<file path="src/rtl/adc_uart_formatter_pkg.sv">
// Shared constants for the ADC-to-UART ASCII formatter: ASCII codes, FSM states,
// field geometry and the ADC bus slicing macro.
`ifndef ADC_SLICE
`define ADC_SLICE(bus, k, w) bus[(k)*(w) +: (w)]
`endif

package adc_uart_formatter_pkg;

    localparam logic [7:0] ASCII_C    = 8'h43;
    localparam logic [7:0] ASCII_EQ   = 8'h3D;
    localparam logic [7:0] ASCII_SP   = 8'h20;
    localparam logic [7:0] ASCII_STAR = 8'h2A;
    localparam logic [7:0] ASCII_CR   = 8'h0D;
    localparam logic [7:0] ASCII_LF   = 8'h0A;
    localparam logic [7:0] ASCII_0    = 8'h30;

    localparam int BYTES_PER_CH = 9;

    typedef enum logic [2:0] {
        S_IDLE,
        S_LATCH,
        S_CONVERT,
        S_EMIT,
        S_TAIL
    } state_t;

    function automatic logic [7:0] ascii_digit(input logic [3:0] d);
        return ASCII_0 + {4'h0, d};
    endfunction

    // 'A' - 10 = 0x37
    function automatic logic [7:0] ascii_hex(input logic [3:0] d);
        return (d < 4'd10) ? (ASCII_0 + {4'h0, d}) : (8'h37 + {4'h0, d});
    endfunction

endpackage

</file>
<file path="src/rtl/adc_uart_formatter_bin2bcd_seq.sv">
// Sequential double-dabble converter: one shift per clock, done pulses
// ADC_W+1 clocks after start and bcd then holds until the next start.
module bin2bcd_seq #(
    parameter int ADC_W = 12
) (
    input  logic             clk,
    input  logic             rst,
    input  logic             start,
    input  logic [ADC_W-1:0] bin,
    output logic [15:0]      bcd,
    output logic             done
);

    localparam int CNT_W = $clog2(ADC_W + 1);

    logic [ADC_W-1:0] sr;
    logic [CNT_W-1:0] cnt;
    logic             run;
    logic [15:0]      adj;

    function automatic logic [15:0] dabble(input logic [15:0] b);
        logic [15:0] r;
        r = b;
        for (int i = 0; i < 4; i++) begin
            if (r[i*4 +: 4] >= 4'd5) r[i*4 +: 4] = r[i*4 +: 4] + 4'd3;
        end
        return r;
    endfunction

    assign adj = dabble(bcd);

    always_ff @(posedge clk or negedge rst) begin
        if (!rst) begin
            sr   <= '0;
            cnt  <= '0;
            run  <= 1'b0;
            bcd  <= '0;
            done <= 1'b0;
        end else begin
            done <= 1'b0;
            if (start) begin
                sr  <= bin;
                bcd <= '0;
                cnt <= '0;
                run <= 1'b1;
            end else if (run) begin
                bcd <= {adj[14:0], sr[ADC_W-1]};
                sr  <= sr << 1;
                cnt <= cnt + 1'b1;
                if (cnt == CNT_W'(ADC_W - 1)) begin
                    run  <= 1'b0;
                    done <= 1'b1;
                end
            end
        end
    end

endmodule

</file>
<file path="src/rtl/adc_uart_formatter.sv">
// Periodically snapshots the merged ADC bus and streams "Ckk=dddd " fields plus
// CR LF into the UART TX FIFO. FORMATTER_CHECKSUM_EN adds "*XX" before CR LF.
module adc_uart_formatter
    import adc_uart_formatter_pkg::*;
#(
    parameter int CHANNELS    = 13,
    parameter int ADC_W       = 12,
    parameter int FRAME_TICKS = 6_500_000
) (
    input  logic                      clk,
    input  logic                      rst,
    input  logic [CHANNELS*ADC_W-1:0] adc_in,
    input  logic                      tx_full,
    output logic [7:0]                sign,
    output logic                      tick,
    output logic                      busy
);

    localparam int CNT_W = (FRAME_TICKS > 1) ? $clog2(FRAME_TICKS) : 1;
    localparam int CH_W  = (CHANNELS > 1) ? $clog2(CHANNELS) : 1;
    localparam logic [CH_W-1:0] LAST_CH = CH_W'(CHANNELS - 1);
`ifdef FORMATTER_CHECKSUM_EN
    localparam int TAIL_LEN = 5;
`else
    localparam int TAIL_LEN = 2;
`endif

    state_t state_q, state_d;

    logic [CNT_W-1:0]          cnt;
    logic                      wrap, pending, clr_pend;
    logic [CHANNELS*ADC_W-1:0] snap;
    logic [CH_W-1:0]           ch;
    logic [7:0]                ch_num;
    logic [3:0]                bidx;
    logic                      conv_busy, start, done;
    logic [15:0]               bcd;
    logic [ADC_W-1:0]          cur_code;
    logic                      tick_prev, can_wr;
    logic [7:0]                sign_last, emit_byte, tail_byte, cur_byte;
`ifdef FORMATTER_CHECKSUM_EN
    logic [7:0]                xsum;
`endif

    assign wrap     = (cnt == CNT_W'(FRAME_TICKS - 1));
    assign cur_code = `ADC_SLICE(snap, int'(ch), ADC_W);
    assign ch_num   = 8'(ch);
    assign can_wr   = !tx_full && !tick_prev;
    assign busy     = (state_q != S_IDLE);

    bin2bcd_seq #(.ADC_W(ADC_W)) u_bcd (
        .clk   (clk),
        .rst   (rst),
        .start (start),
        .bin   (cur_code),
        .bcd   (bcd),
        .done  (done)
    );

    always_ff @(posedge clk or negedge rst) begin
        if (!rst) state_q <= S_IDLE;
        else      state_q <= state_d;
    end

    always_comb begin
        state_d  = state_q;
        start    = 1'b0;
        clr_pend = 1'b0;
        tick     = 1'b0;
        case (state_q)
            S_IDLE: if (pending) begin
                state_d  = S_LATCH;
                clr_pend = 1'b1;
            end
            S_LATCH: state_d = S_CONVERT;
            S_CONVERT: begin
                start = !conv_busy;
                if (done) state_d = S_EMIT;
            end
            S_EMIT: if (can_wr) begin
                tick = 1'b1;
                if (bidx == 4'(BYTES_PER_CH - 1))
                    state_d = (ch == LAST_CH) ? S_TAIL : S_CONVERT;
            end
            S_TAIL: if (can_wr) begin
                tick = 1'b1;
                if (bidx == 4'(TAIL_LEN - 1)) state_d = S_IDLE;
            end
            default: state_d = S_IDLE;
        endcase
    end

    always_comb begin
        emit_byte = ASCII_SP;
        case (bidx)
            4'd0:    emit_byte = ASCII_C;
            4'd1:    emit_byte = ascii_digit(4'(ch_num / 8'd10));
            4'd2:    emit_byte = ascii_digit(4'(ch_num % 8'd10));
            4'd3:    emit_byte = ASCII_EQ;
            4'd4:    emit_byte = ascii_digit(bcd[15:12]);
            4'd5:    emit_byte = ascii_digit(bcd[11:8]);
            4'd6:    emit_byte = ascii_digit(bcd[7:4]);
            4'd7:    emit_byte = ascii_digit(bcd[3:0]);
            default: emit_byte = ASCII_SP;
        endcase
    end

    always_comb begin
        tail_byte = ASCII_LF;
`ifdef FORMATTER_CHECKSUM_EN
        case (bidx)
            4'd0:    tail_byte = ASCII_STAR;
            4'd1:    tail_byte = ascii_hex(xsum[7:4]);
            4'd2:    tail_byte = ascii_hex(xsum[3:0]);
            4'd3:    tail_byte = ASCII_CR;
            default: tail_byte = ASCII_LF;
        endcase
`else
        if (bidx == 4'd0) tail_byte = ASCII_CR;
`endif
    end

    // sign follows the byte being written and otherwise holds the last one
    assign cur_byte = (state_q == S_TAIL) ? tail_byte : emit_byte;
    assign sign     = tick ? cur_byte : sign_last;

    always_ff @(posedge clk or negedge rst) begin
        if (!rst) begin
            cnt       <= '0;
            pending   <= 1'b0;
            snap      <= '0;
            ch        <= '0;
            bidx      <= '0;
            conv_busy <= 1'b0;
            tick_prev <= 1'b0;
            sign_last <= '0;
        end else begin
            cnt <= wrap ? '0 : cnt + 1'b1;
            // a wrap coinciding with the clear re-arms pending
            if (wrap)          pending <= 1'b1;
            else if (clr_pend) pending <= 1'b0;

            tick_prev <= tick;
            if (tick) sign_last <= cur_byte;

            if (start)     conv_busy <= 1'b1;
            else if (done) conv_busy <= 1'b0;

            if (state_q == S_LATCH) begin
                snap <= adc_in;
                ch   <= '0;
            end
            if (state_q == S_CONVERT && done) bidx <= '0;
            if (tick) begin
                if (state_q == S_EMIT && bidx == 4'(BYTES_PER_CH - 1)) begin
                    bidx <= '0;
                    if (ch != LAST_CH) ch <= ch + 1'b1;
                end else begin
                    bidx <= bidx + 1'b1;
                end
            end
        end
    end

`ifdef FORMATTER_CHECKSUM_EN
    always_ff @(posedge clk or negedge rst) begin
        if (!rst)                         xsum <= '0;
        else if (state_q == S_LATCH)      xsum <= '0;
        else if (tick && state_q == S_EMIT) xsum <= xsum ^ cur_byte;
    end
`endif

endmodule
</file>
<file path="config.mk">
export PLATFORM = sky130hd
export DESIGN_NAME = adc_uart_formatter
export DESIGN_NICKNAME = d
export VERILOG_FILES = /design/src/rtl/adc_uart_formatter_pkg.sv /design/src/rtl/adc_uart_formatter_bin2bcd_seq.sv /design/src/rtl/adc_uart_formatter.sv
export SDC_FILE = /design/constraint.sdc
export NUM_CORES = 1
export LEC_CHECK = 0
export BUFFER_PORTS_ARGS = -buffer_cell sky130_fd_sc_hd__buf_2
export CAP_MARGIN = 20
export CORE_ASPECT_RATIO = 0.5
export CORE_UTILIZATION = 59
export CTS_BUF_LIST = sky130_fd_sc_hd__clkbuf_4 sky130_fd_sc_hd__clkbuf_8
export DETAILED_ROUTE_END_ITERATION = 10
export GPL_ROUTABILITY_DRIVEN = 0
export GPL_TIMING_DRIVEN = 0
export PLACE_DENSITY = 0.87
export SETUP_SLACK_MARGIN = 0.4
export SYNTH_ARGS = -nofsm -noshare
export SYNTH_HDL_FRONTEND = slang
export SYNTH_SLANG_ARGS = --single-unit
</file>
<file path="constraint.sdc">
create_clock -name clk -period 2.3 [get_ports clk]
set_input_delay 0.115 -clock clk [delete_from_list [all_inputs] [get_ports clk]]
set_output_delay 0.115 -clock clk [all_outputs]
set_load 0.02 [all_outputs]
</file>
==> results of run 1 <==
-- Yosys cell counts (all sizes together) (2+ instances only) --
cell type  number  share of area (%)
nor3           10               0.57
inv            19               0.65
o31ai           2               0.13
nor2b           2               0.11
mux2i          33                2.9
and3            8               0.44
a21oi          37                1.6
nor4            5               0.54
and3b           2               0.15
o22a            2               0.15
nand3b          3               0.20
nand3          28                1.4
ha             19                2.1
mux4           34                6.7
nor3b           3               0.40
mux2            2               0.20
nor2           42                1.4
a2bb2oi         2               0.15
o22ai           2               0.11
a221oi         11               0.84
a211oi          2               0.13
nand2         516                 17
and4            2               0.15
xnor2          19                1.5
o21ai          23                1.0
nand4           5               0.27
o211ai          3               0.20
a222oi          4               0.35
a22o            2               0.15
nand2b         14               0.77
clkbuf         32                1.1
xor2           11               0.84
and2            2               0.11
a32o            3               0.26
buf            40                2.2
a31oi           8               0.44
dfrtp         235                 52
a21o            5               0.33
-- per-layer routing --
metal,track usage (%),overflow
met1,76.4,0
met2,89.1,3
met3,68.2,2
met4,70.7,3
met5,45.7,0
-- metrics by stage --
| stage | cells | hold slack, ps | utilization (%) | TNS (ps) |
|---|---|---|---|---|
| after floorplan | 1203 | -181 | - | 0 |
| after global placement | 1630 | 304 | 67.4 | -655400 |
| after CTS | 1883 | 61.1 | 83.7 | -533 |
| after detailed placement | 1632 | 94.1 | 67.8 | -295 |
-- kinds of logic after synthesis --
| logic type | after synthesis |
|---|---|
| and+or+nand+nor | 646 |
| xor gates and xnor gates | 30 |
| muxes | 69 |
| DFF | 235 |
| AOI/OAI and AO/OA | 113 |
| adders and majority gates | 19 |
| buffers and inverters | 91 |
-- what timing repair did --
| item | 4_1_cts |
|---|---|
| pin swaps | 30 |
| gates resized for setup | 95 |
| hold buffers | 157 |
| gates cloned | 1 |
| endpoints found under the hold margin | 216 |
| endpoints found under the setup margin | 35 |
| buffers inserted | 31 |
==> flow_summary.ini, run 1 <==
[run_status]
outcome = did not finish
failing_step = global routing
error_message = [ERROR GRT-0232] Routing congestion too high. Check the congestion heatmap in the GUI.

[yosys]
ys_warn_count = 0
ys_types = 61
synthMuxAreaShare_pct = 9.81
synth-simple-area-share_pct = 23.8
synth_fp_nets = 1381
synth-seq-cells = 235
synth_top_family_by_area = simple AND/OR/NAND/NOR gates
synth-seq-area-share_pct = 51.6
synthXorXnorAreaFrac_pct = 2.30
synth-main-ff-cell = dfrtp_1
synthAdderAreaFrac_pct = 2.08
synth_area_sq_um = 11400
syn_avg_cell_area_sq_um = 9.48
synth-edff-count = 0
synthArstFlopShare_pct = 100
synth-compound-area-share_pct = 6.47
synth_cells = 1203

[clocking]
clk_path_buf_depth = 3
root_buffer = clkbuf_8
clock-sinks = 235
htreeDepth = 2
numCtsBuffers = 36

[global_routing]
overflow = 8
grt_use_total_pct = 76.4
grt_max_degree = 96

[die]
fp.dieW_um = 199
die_y_um = 100
rows = 35
io-pin-count = 169
start_util_pct = 61.1

[placed_design]
dp_slack_ps = -183
dpl-instance-area_sq_um = 12600
port_buffers = 168
post-dp-hpwl_um = 22300

[timing]
crit_endpoint = sign[0]
worst_path_end_type = primary output
==> run 2, diff against run 1 <==
--- a/config.mk
+++ b/config.mk
@@ -7,14 +7,11 @@
 export LEC_CHECK = 0
 export BUFFER_PORTS_ARGS = -buffer_cell sky130_fd_sc_hd__buf_2
 export CAP_MARGIN = 20
-export CORE_ASPECT_RATIO = 0.5
-export CORE_UTILIZATION = 59
-export CTS_BUF_LIST = sky130_fd_sc_hd__clkbuf_4 sky130_fd_sc_hd__clkbuf_8
+export CORE_UTILIZATION = 40
 export DETAILED_ROUTE_END_ITERATION = 10
 export GPL_ROUTABILITY_DRIVEN = 0
 export GPL_TIMING_DRIVEN = 0
-export PLACE_DENSITY = 0.87
-export SETUP_SLACK_MARGIN = 0.4
+export PLACE_DENSITY_LB_ADDON = 0.15
 export SYNTH_ARGS = -nofsm -noshare
 export SYNTH_HDL_FRONTEND = slang
 export SYNTH_SLANG_ARGS = --single-unit
==> flow_summary.ini, run 2 <==
[timing]
rsz0062_at_grt = true
slew_headroom_pct = 48.9
tns_ps = -390
clock_skew_ps = 22.5
hold_viol = 0
period_share_pct = 105
whs_ps = 44.7
setup_violations = 4
fin_ws_ps = -122
min_period_ps = 2420
fmax_mhz = 413
slew_violations = 0
worst_pin_slew_ps = 767

[die]
start_util_pct = 40.8
core-area_sq_um = 27900
dieArea_sq_um = 29200
io-pin-count = 169
fp.dieW_um = 171
rows = 61
die_y_um = 171

[yosys]
synth_area_sq_um = 11400
synth.top_cell.area_share_pct = 51.6
synthArstFlopShare_pct = 100
syn_avg_cell_area_sq_um = 9.48
synth_top_area_cell = dfrtp_1
synthMostInstantiatedCell = nand2_1
yosys-top-cells-count = nand2_1, dfrtp_1, nor2_1
synth_cells = 1203
synth-seq-area-share_pct = 51.6
synth-seq-cells = 235
synthTopCellsByArea = dfrtp_1, nand2_1, mux4_2, mux2i_1, ha_1
ys_warn_count = 0
ys_types = 61
synth-edff-count = 0
synth_fp_nets = 1381
synth-main-ff-cell = dfrtp_1

[clocking]
clock-sinks = 235
clk_path_buf_depth = 3
cts.clk_slew.worst_paths_ps = 60
insertion_delay_ps = 560
root_buffer = clkbuf_16
htreeDepth = 1
numCtsBuffers = 27
cts_tree = yes

[detailed_routing]
ant_nets = 0
vias = 9941
drt-total-wl_um = 34200
route.detailed.drc = 0
viasPerCell = 5.02
first_pass_iters = 5
drt_first_iter_violations = 678
wire_per_inst_um = 17.3

[layout]
utilization_pct = 56.5
drive_above_1_share_pct = 23.1
top_register = snap
finalNetCount = 1762
diodes = 0
layout_common_cells = nand2_1, dfrtp_1, buf_2
final_common_cell = nand2_1
fillers = 2474
area_growth_pct = 38.5
top_regs = snap: 156 flops, cnt: 23 flops, u_bcd.bcd: 16 flops
final_area_sq_um = 15800
largest_reg_flops = 156

[setup_path]
crit_chain = buf_6 > buf_4 > buf_6 > nor3_4 > nor2_1 > o31ai_2 > o22a_1 > buf_6
r2r_end = u_bcd.sr[4]$_DFFE_PN0P_
r2r_start = ch[0]$_DFF_PN0_
start_kind = flip-flop
setup.worst_path.end_class = primary output
ff2ff_path_depth = 7
critPathRequiredTime_ps = 2180
max_stage_delay_ps = 410
arrival_ps = 2310
cp_common_cell = buf_6
crit_slowest_cell = dfrtp_1
crit_type = flip-flop to primary output
cp_max_fo = 10
reg2reg_setup_slack_ps = 70

[worst_hold_path]
holdPathEnd = sign_last[3]$_DFF_PN0_
holdPathStages = 4
worstHoldStart = tx_full
hold_path_class = input port to flip-flop

[power]
powerDensity_nw_per_um2 = 569
peakVddDrop_mv = 0.474
power_leakage_nw = 7.22
p_total_mw = 8.99

[placed_design]
port_buffers = 168
dpl-instance-area_sq_um = 12800
post-dp-hpwl_um = 22400

[global_routing]
grt_use_total_pct = 23.9
grt_pass1_wl_um = 53400
antenna_found_initial = 0
grt_pass1_vias = 9911
grt_max_degree = 118
overflow = 0

[job]
cap_violations = 0

[run_status]
violations = setup timing
outcome = finished, violations left
[run 2: worst max-delay path, delay by kind of cell, from the launching register on]
kind	cells	cell delay [ps]
buffers and inverters	4	560
flip-flops	1	410
AND/OR/NAND/NOR	2	310
AO/OA/AOI/OAI	2	480
[run 2: cell families (layout without fill, tap and decap cells)]
group                      after synthesis  count (layout)  share of synthesized area [%]
adders and majority gates               19              19                           2.08
muxes                                   69              69                           9.81
AOI/OAI and AO/OA                      113             113                           6.47
buffers and inverters                   91             492                           3.94
DFF                                    235             235                           51.6
xor gates and xnor gates                30              30                           2.30
and+or+nand+nor                        646             646                           23.8
[run 2: area by class of cell]
| cell class | count | area, sq um | share of cell area [%] |
|---|---|---|---|
| Tap cell | 378 | 473 | 3.00 |
| Sequential cell | 235 | 5890 | 37.3 |
| Timing Repair Buffer | 357 | 2750 | 17.4 |
| Multi-Input combinational cell | 877 | 5280 | 33.4 |
| Clock inverter | 14 | 146 | 0.927 |
| Buffer | 67 | 419 | 2.65 |
| Clock buffer | 35 | 746 | 4.72 |
| Inverter | 19 | 88.8 | 0.563 |
[run 2: what timing repair did]
action | in CTS | in global routing
gates resized for setup | 61 | 28
endpoints found under the hold margin | 365 | 0
buffers inserted | 21 | 9
endpoints found under the setup margin | 7 | 7
pin swaps | 17 | 19
hold buffers | 157 | 0
[run 2: layer usage]
metal  share of wire (%)  global-route usage (%)  vias up
met5                   0                       0        -
met4                 4.1                    9.32        0
met3                 4.3                    3.03       85
met2                  48                    39.0      281
met1                  44                    32.6     4806
li1                    -                       -     4769
[run 2: worst max-delay path by stage]
stage,startpoint,slack (ps),depth (start not counted),endpoint
after floorplan,ch[2]$_DFF_PN0_,240,6,sign_last[2]$_DFF_PN0_
after global placement,rst,-3290,1,snap[99]$_DFFE_PN0P_
after detailed placement,ch[2]$_DFF_PN0_,-190,7,sign[2]
after CTS,bidx[0]$_DFFE_PN0P_,-160,7,sign[0]
after global routing,bidx[1]$_DFFE_PN0P_,-230,8,sign[3]
final,ch[1]$_DFF_PN0_,-120,8,sign[3]
[run 2: power by group]
group / leakage, nW / switching (mW) / internal, mW / total (mW)
Combinational: 4.36 / 0.215 / 0.322 / 0.538
Sequential: 2.43 / 0.00455 / 4.14 / 4.14
Clock: 0.437 / 1.78 / 2.53 / 4.31
Total: 7.22 / 2.00 / 6.99 / 8.99
[run 2: per-stage QoR]
stage / instances / setup slack [ps]
floorplan: 1203 / 237
global placement: 1749 / -3290
detailed placement: 1751 / -194
CTS: 1974 / -163
global route: 1982 / -234
finish: 1982 / -122
Note: power is estimated with default switching activity, not from simulation.
==> run 3, diff against run 2 <==
--- a/config.mk
+++ b/config.mk
@@ -15,3 +15,4 @@
 export SYNTH_ARGS = -nofsm -noshare
 export SYNTH_HDL_FRONTEND = slang
 export SYNTH_SLANG_ARGS = --single-unit
+export TNS_END_PERCENT = 10
==> flow_summary.ini, run 3 (synthesized netlist as in run 2, its figures left out) <==
[layout]
diodes = 0
regArea_sq_um = 5880
final_cells = 1976
multi_input_area_sq_um = 5260
layout_common_cells = nand2_1, dfrtp_1, buf_2
area_growth_pct = 37.8
largest_reg_flops = 156
final_area_sq_um = 15700
fillers = 2486
finalNetCount = 1756
top_register = snap
top_regs = snap: 156 flops, cnt: 23 flops, u_bcd.bcd: 16 flops
final_common_cell = nand2_1
drive_above_1_share_pct = 22.6

[die]
dieArea_sq_um = 29200
fp.dieW_um = 171
rows = 61
start_util_pct = 40.8
core-area_sq_um = 27900
die_y_um = 171
io-pin-count = 169

[run_status]
outcome = finished, violations left
violations = setup timing

[clocking]
cts.clk_slew.worst_paths_ps = 60
root_buffer = clkbuf_16
cts_tree = yes
numCtsBuffers = 27
insertion_delay_ps = 550
htreeDepth = 1
clk_path_buf_depth = 3
clock-sinks = 235

[setup_path]
start_kind = flip-flop
arrival_ps = 2310
reg2reg_setup_slack_ps = 90
r2r_end = u_bcd.sr[4]$_DFFE_PN0P_
setup.worst_path.end_class = primary output
cp_max_fo = 10
ff2ff_path_depth = 7
r2r_start = ch[0]$_DFF_PN0_
critPathRequiredTime_ps = 2180
crit_type = flip-flop to primary output

[global_routing]
grt_pass1_wl_um = 53300
grt_pass1_vias = 9847
grt_max_degree = 118
grt_use_total_pct = 23.9
antenna_found_initial = 0
overflow = 0

[timing]
slew_headroom_pct = 48.6
hold_viol = 0
fmax_mhz = 412
fin_ws_ps = -128
setup_violations = 4
clock_skew_ps = 21.4
slew_violations = 0
min_period_ps = 2430
tns_ps = -407
rsz0062_at_grt = true
worst_pin_slew_ps = 771
period_share_pct = 106

[placed_design]
dp.cells = 1751
dpl-instance-area_sq_um = 12800
port_buffers = 168
dp_slack_ps = -194
post-dp-hpwl_um = 22400

[worst_hold_path]
hold_path_class = input port to async pin

[detailed_routing]
drt-total-wl_um = 34200
vias = 9958
wire_per_inst_um = 17.3
drt_first_iter_violations = 754
route.detailed.drc = 0
first_pass_iters = 5
ant_nets = 0
viasPerCell = 5.04

[job]
cap_violations = 0

[power]
peakVddDrop_mv = 0.473
power_leakage_nw = 7.18
p_total_mw = 8.98
powerDensity_nw_per_um2 = 571
run 3: cell types whose count changed in the layout (fill, tap and decap cells not counted), sizes merged:
cell	before	now
buf	240	233
dlygate4sd3	157	158
run 3: worst max path at each step:
stage | from | end | slack [ps] | cells after the start
detailed placement | ch[2]$_DFF_PN0_ | sign[2] | -190 | 7
global route | ch[1]$_DFF_PN0_ | sign[1] | -210 | 9
global placement | rst | snap[99]$_DFFE_PN0P_ | -3290 | 1
finish | ch[1]$_DFF_PN0_ | sign[2] | -130 | 8
CTS | bidx[0]$_DFFE_PN0P_ | sign[0] | -160 | 7
floorplan | ch[2]$_DFF_PN0_ | sign_last[2]$_DFF_PN0_ | 240 | 6
run 3: repair_timing:
item / CTS / global route
pin swaps: 14 / 20
resized for setup: 51 / 30
endpoints found under the hold margin: 367 / 0
hold buffers: 158 / 0
endpoints found under the setup margin: 7 / 8
setup buffers: 16 / 7
run 3: metal layers:
layer / part of all wire (%) / GRT usage (%) / vias up / wire, um
li1: - / - / 4751 / -
met1: 44 / 32.7 / 4820 / 15000
met2: 48 / 38.8 / 304 / 16300
met3: 4.6 / 2.96 / 83 / 1570
met4: 3.9 / 9.12 / 0 / 1350
met5: 0 / 0 / - / 0
run 3: where the power goes:
part           internal, mW  switching (mW)  leakage (nW)
combinational         0.320           0.213          4.32
clock                  2.53            1.78         0.437
sequential             4.14         0.00453          2.43
run 3: final cells by class:
cell class | count | share of cell area (%)
timing repair buffer | 351 | 17.2
clock buffer | 35 | 4.75
buffer | 67 | 2.67
clock inverter | 14 | 0.932
tap | 378 | 3.01
inverter | 19 | 0.534
sequential | 235 | 37.5
multi-input combinational | 877 | 33.5
run 3: critical path, cell delays in order (launching register included):
cell,delay (ps)
dfrtp_1,400
buf_6,130
buf_12,140
inv_2,90
ha_4,210
a221oi_2,330
o21ai_1,160
a21oi_2,180
buf_6,140
run 3: through the flow:
step                      utilization, %  hold slack (ps)
after floorplan                        -             -181
after global placement              45.5              307
after detailed placement            45.8             47.4
after CTS                           55.6             72.7
after global routing                56.2              101
final                               56.2             76.3
